File: src/rtl/laser_beacon_tracker_if.sv
// Turret pin bundle and published beacon frame between the tracker and its consumer.
// Latency: none (wiring only).
// Backpressure: none; pins are free-running and the frame is a level-held snapshot plus a one-cycle strobe.
// Optional: BEACON_CENTER_EN adds the beacon_center frame field.
interface laser_beacon_tracker_if #(
  parameter int POS_W     = 16,
  parameter int N_BEACONS = 4
);
  logic                               laser_signal;
  logic                               laser_sync;
  logic                               laser_cod_a;
  logic                               laser_cod_b;
  logic [POS_W-1:0]                   position;
  logic                               position_direction;
  logic                               beacon_detection;
  logic [N_BEACONS*POS_W-1:0]         beacon_rising;
  logic [N_BEACONS*POS_W-1:0]         beacon_falling;
  logic [$clog2(N_BEACONS+1)-1:0]     beacon_count;
  logic                               frame_overflow;
  logic                               frame_valid;
`ifdef BEACON_CENTER_EN
  logic [N_BEACONS*POS_W-1:0]         beacon_center;
`endif

  // Tracker side: samples the pins, drives the frame.
  modport master (
    input  laser_signal, laser_sync, laser_cod_a, laser_cod_b,
    output position, position_direction, beacon_detection,
           beacon_rising, beacon_falling, beacon_count, frame_overflow, frame_valid
`ifdef BEACON_CENTER_EN
    , output beacon_center
`endif
  );

  // Consumer side: drives the pins, reads the frame.
  modport slave (
    output laser_signal, laser_sync, laser_cod_a, laser_cod_b,
    input  position, position_direction, beacon_detection,
           beacon_rising, beacon_falling, beacon_count, frame_overflow, frame_valid
`ifdef BEACON_CENTER_EN
    , input beacon_center
`endif
  );
endinterface

File: src/rtl/laser_beacon_tracker.sv
// Tracks turret angle from a quadrature encoder and captures laser beacon edge pairs per revolution.
// Latency: SYNC_STAGES+1 cycles from pin change to position/capture; frame published 1 cycle after the sync edge.
// Backpressure: none; frames are overwritten at every index pulse, extra beacons set frame_overflow.
// Optional: BEACON_CENTER_EN adds per-beacon centre positions to the published frame.
module laser_beacon_tracker #(
  parameter int POS_W       = 16,
  parameter int N_BEACONS   = 4,
  parameter int SYNC_STAGES = 2,
  parameter int MIN_WIDTH   = 2
) (
  input  logic clk,
  input  logic rst_n,
  laser_beacon_tracker_if.master bus
);
  localparam int CNT_W = $clog2(N_BEACONS+1);

  typedef enum logic [1:0] {IDLE = 2'd0, SEARCH = 2'd1, IN_BEACON = 2'd2} state_t;

  // Bit order for the synchroniser bank: 0 = B, 1 = A, 2 = sync, 3 = laser.
  logic [3:0]                   w_in;
  logic [3:0][SYNC_STAGES-1:0]  r_sync;
  logic [3:0]                   w_s;
  logic [3:0]                   r_dly;

  logic w_b_rise, w_a, w_sync_rise, w_laser, w_laser_fall, w_laser_rise;

  logic [POS_W-1:0] r_position;
  logic             r_direction;
  logic             r_detect;

  state_t           r_state;
  logic [POS_W-1:0] r_rise_tmp;
  logic [CNT_W-1:0] r_idx;
  logic             r_ovf;
  logic [N_BEACONS-1:0][POS_W-1:0] r_work_rise;
  logic [N_BEACONS-1:0][POS_W-1:0] r_work_fall;
  logic [N_BEACONS-1:0][POS_W-1:0] r_pub_rise;
  logic [N_BEACONS-1:0][POS_W-1:0] r_pub_fall;
  logic [CNT_W-1:0] r_pub_count;
  logic             r_pub_ovf;
  logic             r_frame_valid;
`ifdef BEACON_CENTER_EN
  logic [N_BEACONS-1:0][POS_W-1:0] r_work_ctr;
  logic [N_BEACONS-1:0][POS_W-1:0] r_pub_ctr;
  logic [POS_W-1:0] w_center;
`endif

  // Values as seen after the sync edge of this cycle has been applied; laser edges act on these.
  logic             w_pub;
  state_t           w_st_eff;
  logic [POS_W-1:0] w_pos_eff;
  logic [POS_W-1:0] w_rise_eff;
  logic [CNT_W-1:0] w_idx_eff;
  logic             w_ovf_eff;
  logic [POS_W-1:0] w_width;
  logic             w_open, w_close, w_keep, w_wr, w_ovf_set;

  assign w_in = {bus.laser_signal, bus.laser_sync, bus.laser_cod_a, bus.laser_cod_b};

  genvar g;
  generate
    for (g = 0; g < 4; g++) begin : g_last
      assign w_s[g] = r_sync[g][SYNC_STAGES-1];
    end
  endgenerate

  assign w_b_rise     = w_s[0] & ~r_dly[0];
  assign w_a          = w_s[1];
  assign w_sync_rise  = w_s[2] & ~r_dly[2];
  assign w_laser      = w_s[3];
  assign w_laser_fall = ~w_s[3] &  r_dly[3];
  assign w_laser_rise =  w_s[3] & ~r_dly[3];

  // Synchroniser chains, one extra delayed copy for edge detection, and the beacon-in-view flag.
  always_ff @(posedge clk or negedge rst_n) begin
    if (!rst_n) begin
      r_sync   <= '0;
      r_dly    <= '0;
      r_detect <= 1'b0;
    end else begin
      for (int k = 0; k < 4; k++) r_sync[k] <= {r_sync[k][SYNC_STAGES-2:0], w_in[k]};
      r_dly    <= w_s;
      r_detect <= ~w_laser;
    end
  end

  // Encoder counter: counts on B rising, index pulse zeroes it and wins over a coincident count.
  always_ff @(posedge clk or negedge rst_n) begin
    if (!rst_n) begin
      r_position  <= '0;
      r_direction <= 1'b0;
    end else begin
      if (w_b_rise) r_direction <= w_a;
      if (w_sync_rise)   r_position <= '0;
      else if (w_b_rise) r_position <= w_a ? r_position + 1'b1 : r_position - 1'b1;
    end
  end

  // Resolve the sync edge first so a same-cycle laser edge lands in the new frame at position 0.
  always_comb begin
    w_pub      = w_sync_rise && (r_state != IDLE);
    w_pos_eff  = w_sync_rise ? '0 : r_position;
    w_rise_eff = w_sync_rise ? '0 : r_rise_tmp;
    w_idx_eff  = w_pub ? '0 : r_idx;
    w_ovf_eff  = w_pub ? 1'b0 : r_ovf;
    w_st_eff   = r_state;
    if (r_state == IDLE && w_sync_rise) w_st_eff = w_laser ? SEARCH : IN_BEACON;
    w_width    = w_pos_eff - w_rise_eff;
    w_open     = (w_st_eff == SEARCH) && w_laser_fall;
    w_close    = (w_st_eff == IN_BEACON) && w_laser_rise;
    w_keep     = w_close && (w_width >= POS_W'(MIN_WIDTH));
    w_wr       = w_keep && (w_idx_eff < CNT_W'(N_BEACONS));
    w_ovf_set  = w_keep && !(w_idx_eff < CNT_W'(N_BEACONS));
  end

`ifdef BEACON_CENTER_EN
  assign w_center = w_rise_eff + (w_width >> 1);
`endif

  // Beacon FSM, working buffer capture and atomic frame publish.
  always_ff @(posedge clk or negedge rst_n) begin
    if (!rst_n) begin
      r_state       <= IDLE;
      r_rise_tmp    <= '0;
      r_idx         <= '0;
      r_ovf         <= 1'b0;
      r_work_rise   <= '0;
      r_work_fall   <= '0;
      r_pub_rise    <= '0;
      r_pub_fall    <= '0;
      r_pub_count   <= '0;
      r_pub_ovf     <= 1'b0;
      r_frame_valid <= 1'b0;
`ifdef BEACON_CENTER_EN
      r_work_ctr    <= '0;
      r_pub_ctr     <= '0;
`endif
    end else begin
      r_frame_valid <= w_pub;
      if (w_pub) begin
        r_pub_rise  <= r_work_rise;
        r_pub_fall  <= r_work_fall;
        r_pub_count <= r_idx;
        r_pub_ovf   <= r_ovf;
        r_work_rise <= '0;
        r_work_fall <= '0;
`ifdef BEACON_CENTER_EN
        r_pub_ctr   <= r_work_ctr;
        r_work_ctr  <= '0;
`endif
      end

      if (w_close)     r_state <= SEARCH;
      else if (w_open) r_state <= IN_BEACON;
      else             r_state <= w_st_eff;

      if (w_open)           r_rise_tmp <= w_pos_eff;
      else if (w_sync_rise) r_rise_tmp <= '0;

      r_idx <= w_wr ? w_idx_eff + 1'b1 : w_idx_eff;
      r_ovf <= w_ovf_eff | w_ovf_set;

      for (int i = 0; i < N_BEACONS; i++) begin
        if (w_wr && w_idx_eff == CNT_W'(i)) begin
          r_work_rise[i] <= w_rise_eff;
          r_work_fall[i] <= w_pos_eff;
`ifdef BEACON_CENTER_EN
          r_work_ctr[i]  <= w_center;
`endif
        end
      end
    end
  end

  assign bus.position           = r_position;
  assign bus.position_direction = r_direction;
  assign bus.beacon_detection   = r_detect;
  assign bus.beacon_rising      = r_pub_rise;
  assign bus.beacon_falling     = r_pub_fall;
  assign bus.beacon_count       = r_pub_count;
  assign bus.frame_overflow     = r_pub_ovf;
  assign bus.frame_valid        = r_frame_valid;
`ifdef BEACON_CENTER_EN
  assign bus.beacon_center      = r_pub_ctr;
`endif
endmodule

File: src/flat_wrapper.sv
// flat-port wrapper written by rule: the top's interface ports become plain ports
module laser_beacon_tracker_flat 
#(
  parameter int POS_W       = 16,
  parameter int N_BEACONS   = 4,
  parameter int SYNC_STAGES = 2,
  parameter int MIN_WIDTH   = 2
)
  (clk, rst_n, bus_laser_signal, bus_laser_sync, bus_laser_cod_a, bus_laser_cod_b, bus_position, bus_position_direction, bus_beacon_detection, bus_beacon_rising, bus_beacon_falling, bus_beacon_count, bus_frame_overflow, bus_frame_valid);
  laser_beacon_tracker_if #(.POS_W(POS_W), .N_BEACONS(N_BEACONS)) bus_i ();
  input  logic clk;
  input  logic rst_n;
  input wire logic [$bits(bus_i.laser_signal)-1:0] bus_laser_signal;
  input wire logic [$bits(bus_i.laser_sync)-1:0] bus_laser_sync;
  input wire logic [$bits(bus_i.laser_cod_a)-1:0] bus_laser_cod_a;
  input wire logic [$bits(bus_i.laser_cod_b)-1:0] bus_laser_cod_b;
  output wire logic [$bits(bus_i.position)-1:0] bus_position;
  output wire logic [$bits(bus_i.position_direction)-1:0] bus_position_direction;
  output wire logic [$bits(bus_i.beacon_detection)-1:0] bus_beacon_detection;
  output wire logic [$bits(bus_i.beacon_rising)-1:0] bus_beacon_rising;
  output wire logic [$bits(bus_i.beacon_falling)-1:0] bus_beacon_falling;
  output wire logic [$bits(bus_i.beacon_count)-1:0] bus_beacon_count;
  output wire logic [$bits(bus_i.frame_overflow)-1:0] bus_frame_overflow;
  output wire logic [$bits(bus_i.frame_valid)-1:0] bus_frame_valid;
  assign bus_i.laser_signal = bus_laser_signal;
  assign bus_i.laser_sync = bus_laser_sync;
  assign bus_i.laser_cod_a = bus_laser_cod_a;
  assign bus_i.laser_cod_b = bus_laser_cod_b;
  assign bus_position = bus_i.position;
  assign bus_position_direction = bus_i.position_direction;
  assign bus_beacon_detection = bus_i.beacon_detection;
  assign bus_beacon_rising = bus_i.beacon_rising;
  assign bus_beacon_falling = bus_i.beacon_falling;
  assign bus_beacon_count = bus_i.beacon_count;
  assign bus_frame_overflow = bus_i.frame_overflow;
  assign bus_frame_valid = bus_i.frame_valid;
  laser_beacon_tracker #(.POS_W(POS_W), .N_BEACONS(N_BEACONS), .SYNC_STAGES(SYNC_STAGES), .MIN_WIDTH(MIN_WIDTH)) u_core (.clk(clk), .rst_n(rst_n), .bus(bus_i));
endmodule
File: config.mk
export PLATFORM = sky130hd
export DESIGN_NAME = laser_beacon_tracker_flat
export DESIGN_NICKNAME = d
export VERILOG_FILES = /design/src/rtl/laser_beacon_tracker_if.sv /design/src/rtl/laser_beacon_tracker.sv /design/src/flat_wrapper.sv
export SDC_FILE = /design/constraint.sdc
export NUM_CORES = 1
export LEC_CHECK = 0
export CELL_PAD_IN_SITES_DETAIL_PLACEMENT = 0
export CELL_PAD_IN_SITES_GLOBAL_PLACEMENT = 2
export CORE_ASPECT_RATIO = 1.25
export CORE_MARGIN = 1.5
export CORE_UTILIZATION = 39
export CTS_BUF_LIST = sky130_fd_sc_hd__clkbuf_16
export CTS_CLUSTER_DIAMETER = 80
export CTS_CLUSTER_SIZE = 25
export DETAILED_ROUTE_END_ITERATION = 7
export PLACE_DENSITY = 0.91
export SKIP_LAST_GASP = 1
export SLEW_MARGIN = 20
export SYNTH_ARGS = -nofsm -noshare
export SYNTH_HDL_FRONTEND = slang
export SYNTH_SLANG_ARGS = --single-unit
File: constraint.sdc
create_clock -name clk -period 9.2 [get_ports clk]
set_input_delay 0.92 -clock clk [delete_from_list [all_inputs] [get_ports clk]]
set_output_delay 0.92 -clock clk [all_outputs]
set_load 0.02 [all_outputs]
==> out/results.tsv <==
stage	metric	value	unit
outcome	status	complete, no violations	
clocking	hold_buf cts	0	
synth	Post-synth top flop	dfrtp_1	
layout	layout cells sized above 1	0.0352	
synth	Ys Warns	0	
floorplanning	Ports	157	
placement	input/output buffers	156	
global_route	first-pass GRT wire length	55400	um
power	Internal	2.15	mW
synth	Post-Syn Nets	1464	
sta	clk_skew	15.8	ps
layout	P&R area growth vs syn	16.0	%
power	Comb pwr share	0.282	
setup_path	CP Class	reg2reg	
clocking	H-Tree Level Count	1	
setup_path	WP buf/inv	3	
floorplanning	Die Y	215	um
layout	final instance area	16200	um2
power	Sequential Power Share	0.472	
setup_path	reg2reg start	u_core.r_dly[2]$_DFF_PN0_	
sta	unrepaired setup endpoints after global routing	no	
sta	fin crit share	0.548	
power	Net Sw Power	1.13	mW
synth	Post-Syn Area per Cell	9.84	um2
floorplanning	die area	37000	um2
global_route	Global Route Usage Sum	0.192	
setup_path	crit path DAT	5460	ps
layout	Reg area	7810	um2
layout	commonest cells after routing, fill and taps aside	nand2_1 (606), dfrtp_1 (312), clkdlybuf4s50_1 (155), mux2i_1 (132), o21ai_0 (36)	
clocking	clock latency at the later pin of the worst-skew pair	510	ps
clocking	Num Clock Sinks	312	
setup_path	CP max-delay cell	or4_4	
power	VDD IR max	0.129	mV
detailed_routing	drt wl/cell	17.5	um
clocking	Max clock buf depth	3	
setup_path	R2R Setup Slk	4160	ps
clocking	Setup Buffers After CTS	0	
clocking	Num CTS Buffers	17	
sta	Period minus WS final	5040	ps
setup_path	Critical Path RT	9620	ps
floorplanning	Rows	77	
sta	fin. max-slew vios	0	
layout	area of the multi-input gates	5600	um2
synth	register area share after synthesis	0.558	
setup_path	Worst setup SP type	flip-flop	
detailed_routing	Final ANT Viol Nets	0	
floorplanning	Starting Density	0.396	
global_route	GRT overflow	0	
setup_path	chain of cells forming the critical path	nand2b_1 > buf_4 > nand2_1 > inv_1 > ha_1 > inv_1 > fa_1 > xnor2_1 > o21ai_0 > nor4_1 > o2111ai_1 > nor4_2 > nand4_1 > or4_4 > nand3_4 > mux2i_1	
power	Net Sw Frac	0.345	
sta	final setup violating endpoints	0	
setup_path	Worst Setup EP	u_core.r_work_fall[17]$_DFFE_PN0P_	
setup_path	CP Depth	16	
setup_path	crit-path most repeated cell	inv_1	
clocking	clk root buf	clkbuf_16	
setup_path	reg-to-reg endpoint	u_core.r_work_fall[17]$_DFFE_PN0P_	
layout	Filler Cell Count	3436	
synth	post-synth top area cell	dfrtp_1	
synth	Async S/R FF share, synth	1.00	
layout	Layout Nets	1574	
setup_path	Worst path max stage delay	600	ps
global_route	largest net degree at the start of global routing	177	
detailed_routing	drt first pass iters	5	
synth	number of synthesized register bits	312	
synth	Netlist cell types	69	
sta	relative slew slack	0.298	
floorplanning	core area	35400	um2
setup_path	crit path from	u_core.r_dly[2]$_DFF_PN0_	
layout	commonest non-fill, non-tap cell in the layout	nand2_1	
hold_path	worst min-delay path category	reg2reg	
power	Power Density	202	nW/um2
sta	Final Hold Vio Count	0	
clocking	CTS tree	built	
synth	Syn Std Cell Area	14000	um2
detailed_routing	Detailed Route WL	35100	um
setup_path	Setup crit end kind	flip-flop	
layout	antenna cell count	0	
detailed_routing	DR vias	10000	
synth	synth top area cells	dfrtp_1 (56%), nand2_1 (16%), mux2i_1 (9.4%), ha_1 (3.0%), buf_12 (1.7%)	
setup_path	Critical Path Fanout Max	32	
placement	hpwl dp	23300	um
sta	fmax	0.198	GHz
setup_path	r2r worst-path depth	16	
synth	share of the synthesized area in the top cell type	0.558	
global_route	vias in the first global route	9746	
power	Lkg Pwr	8.71	nW
power	Clk pwr share	0.247	
clocking	Worst-path clk slew	90	ps
synth	Post-Synthesis Cells	1423	
detailed_routing	Initial DRC Count	776	
sta	TNS Setup	0	ps
synth	Post-synth EDFFs	0	
global_route	initial antenna violation count	0	
sta	Worst Tran Pin Value	1050	ps
floorplanning	DIE WIDTH	172	um
clocking	cts repair resizes	0	
placement	GPL Wtd Cong	1.01	
detailed_routing	Via density	4.98	
setup_path	delay-heaviest family, CP	simple AND/OR/NAND/NOR gates	
detailed_routing	number of remaining DRC errors	0	
placement	Placed Area	15800	um2
flow_run	max-cap violations	0	
==> worst min-delay path by stage <==
| stage | end | startpoint | depth (start not counted) |
|---|---|---|---|
| 6_report | u_core.r_sync[5]$_DFF_PN0_ | u_core.r_sync[4]$_DFF_PN0_ | 0 |
| 5_1_grt | u_core.r_sync[5]$_DFF_PN0_ | u_core.r_sync[4]$_DFF_PN0_ | 0 |
| 4_1_cts | u_core.r_sync[7]$_DFF_PN0_ | u_core.r_sync[6]$_DFF_PN0_ | 0 |
| 3_5_place_dp | u_core.r_sync[3]$_DFF_PN0_ | u_core.r_sync[2]$_DFF_PN0_ | 0 |
| 3_3_place_gp | u_core.r_sync[7]$_DFF_PN0_ | u_core.r_sync[6]$_DFF_PN0_ | 0 |
| 2_1_floorplan | u_core.r_sync[1]$_DFF_PN0_ | u_core.r_sync[0]$_DFF_PN0_ | 0 |
==> routing by layer <==
| metal | wire (um) | GRT usage | vias up |
|---|---|---|---|
| met5 | 0 | 0 | - |
| met4 | 569 | 0.0374 | 0 |
| li1 | - | - | 4846 |
| met2 | 17800 | 0.332 | 169 |
| met3 | 1040 | 0.0184 | 38 |
| met1 | 15700 | 0.263 | 4960 |
==> through the flow <==
step | power (mW) | cells | utilization | hold slack (ps) | worst slack, ps
after CTS | 3.30 | 2009 | 0.459 | 363 | 4140
final | 3.27 | 2009 | 0.459 | 352 | 4160
after global placement | 2.49 | 1988 | 0.446 | 335 | 4290
after detailed placement | 2.49 | 1988 | 0.446 | 339 | 4180
after floorplan | 2.18 | 1423 | - | 331 | 5130
after global routing | 3.45 | 2009 | 0.459 | 366 | 3910
==> registers in the layout (all words and copies together) (netlist names) <==
signal	cells
u_core.bus.beacon_falling	64
u_core.bus.beacon_rising	64
u_core.r_work_fall	64
u_core.r_work_rise	64
u_core.bus.position	16
u_core.r_rise_tmp	16
u_core.r_sync	8
u_core.bus.beacon_count	3
u_core.r_dly	3
u_core.r_idx	3
u_core.r_state	2
u_core.bus.beacon_detection	1
u_core.bus.frame_overflow	1
u_core.bus.frame_valid	1
u_core.bus.position_direction	1
u_core.r_ovf	1
==> Yosys cell counts, drive strengths merged, types with 2 or more instances <==
library cell and n:
nand3b 2, a31oi 3, fa 2, a21o 8
nor3 4, buf 17, xnor2 15, or4 2
o21a 2, o21ai 40, clkbuf 58, nor3b 3
nand2b 6, or2 3, nand2 606, a31o 2
dfrtp 312, a21oi 30, mux2i 132, nand4 2
a2111oi 3, or3 4, nor2 32, nor4 4
a41oi 2, a211oi 10, and3 4, o2111ai 2
nand3 14, o31ai 2, ha 33, xor2 4
and2 4, nor2b 6, inv 30
==> kinds of logic (layout without fill, tap and decap cells) <==
kind of cell | after synthesis | after routing | share of synthesized area
xor gates and xnor gates | 19 | 19 | 0.0119
DFF | 312 | 312 | 0.558
adders and majority gates | 35 | 35 | 0.0324
AOI/OAI and AO/OA | 118 | 118 | 0.0552
and+or+nand+nor | 701 | 701 | 0.204
buffers and inverters | 105 | 217 | 0.0434
muxes | 133 | 133 | 0.0955
==> worst register-to-register path, delay by kind of cell (launching register included) <==
kind                     cells  cell delay (ps)
multiplexers                 1              300
AO/OA/AOI/OAI                2              330
adder cells (fa/ha/maj)      2              580
buffers and inverters        3              590
AND/OR/NAND/NOR              7             2610
flip-flops                   1              360
XOR/XNOR                     1              180
==> power groups by stage <==
stage / clock [mW] / sequential, mW / combinational (mW)
floorplan: 0 / 1.60 / 0.584
global placement: 0 / 1.57 / 0.918
detailed placement: 0 / 1.57 / 0.921
CTS: 0.831 / 1.55 / 0.925
global route: 0.879 / 1.56 / 1.01
finish: 0.808 / 1.54 / 0.922
==> final cells by class <==
class / count / area share
Timing Repair Buffer: 166 / 0.102
Tap cell: 474 / 0.0365
Multi-Input combinational cell: 1006 / 0.345
Clock buffer: 17 / 0.0262
Sequential cell: 312 / 0.481
Clock inverter: 4 / 0.00293
Inverter: 30 / 0.00709
(Power assumes the default switching activity.)
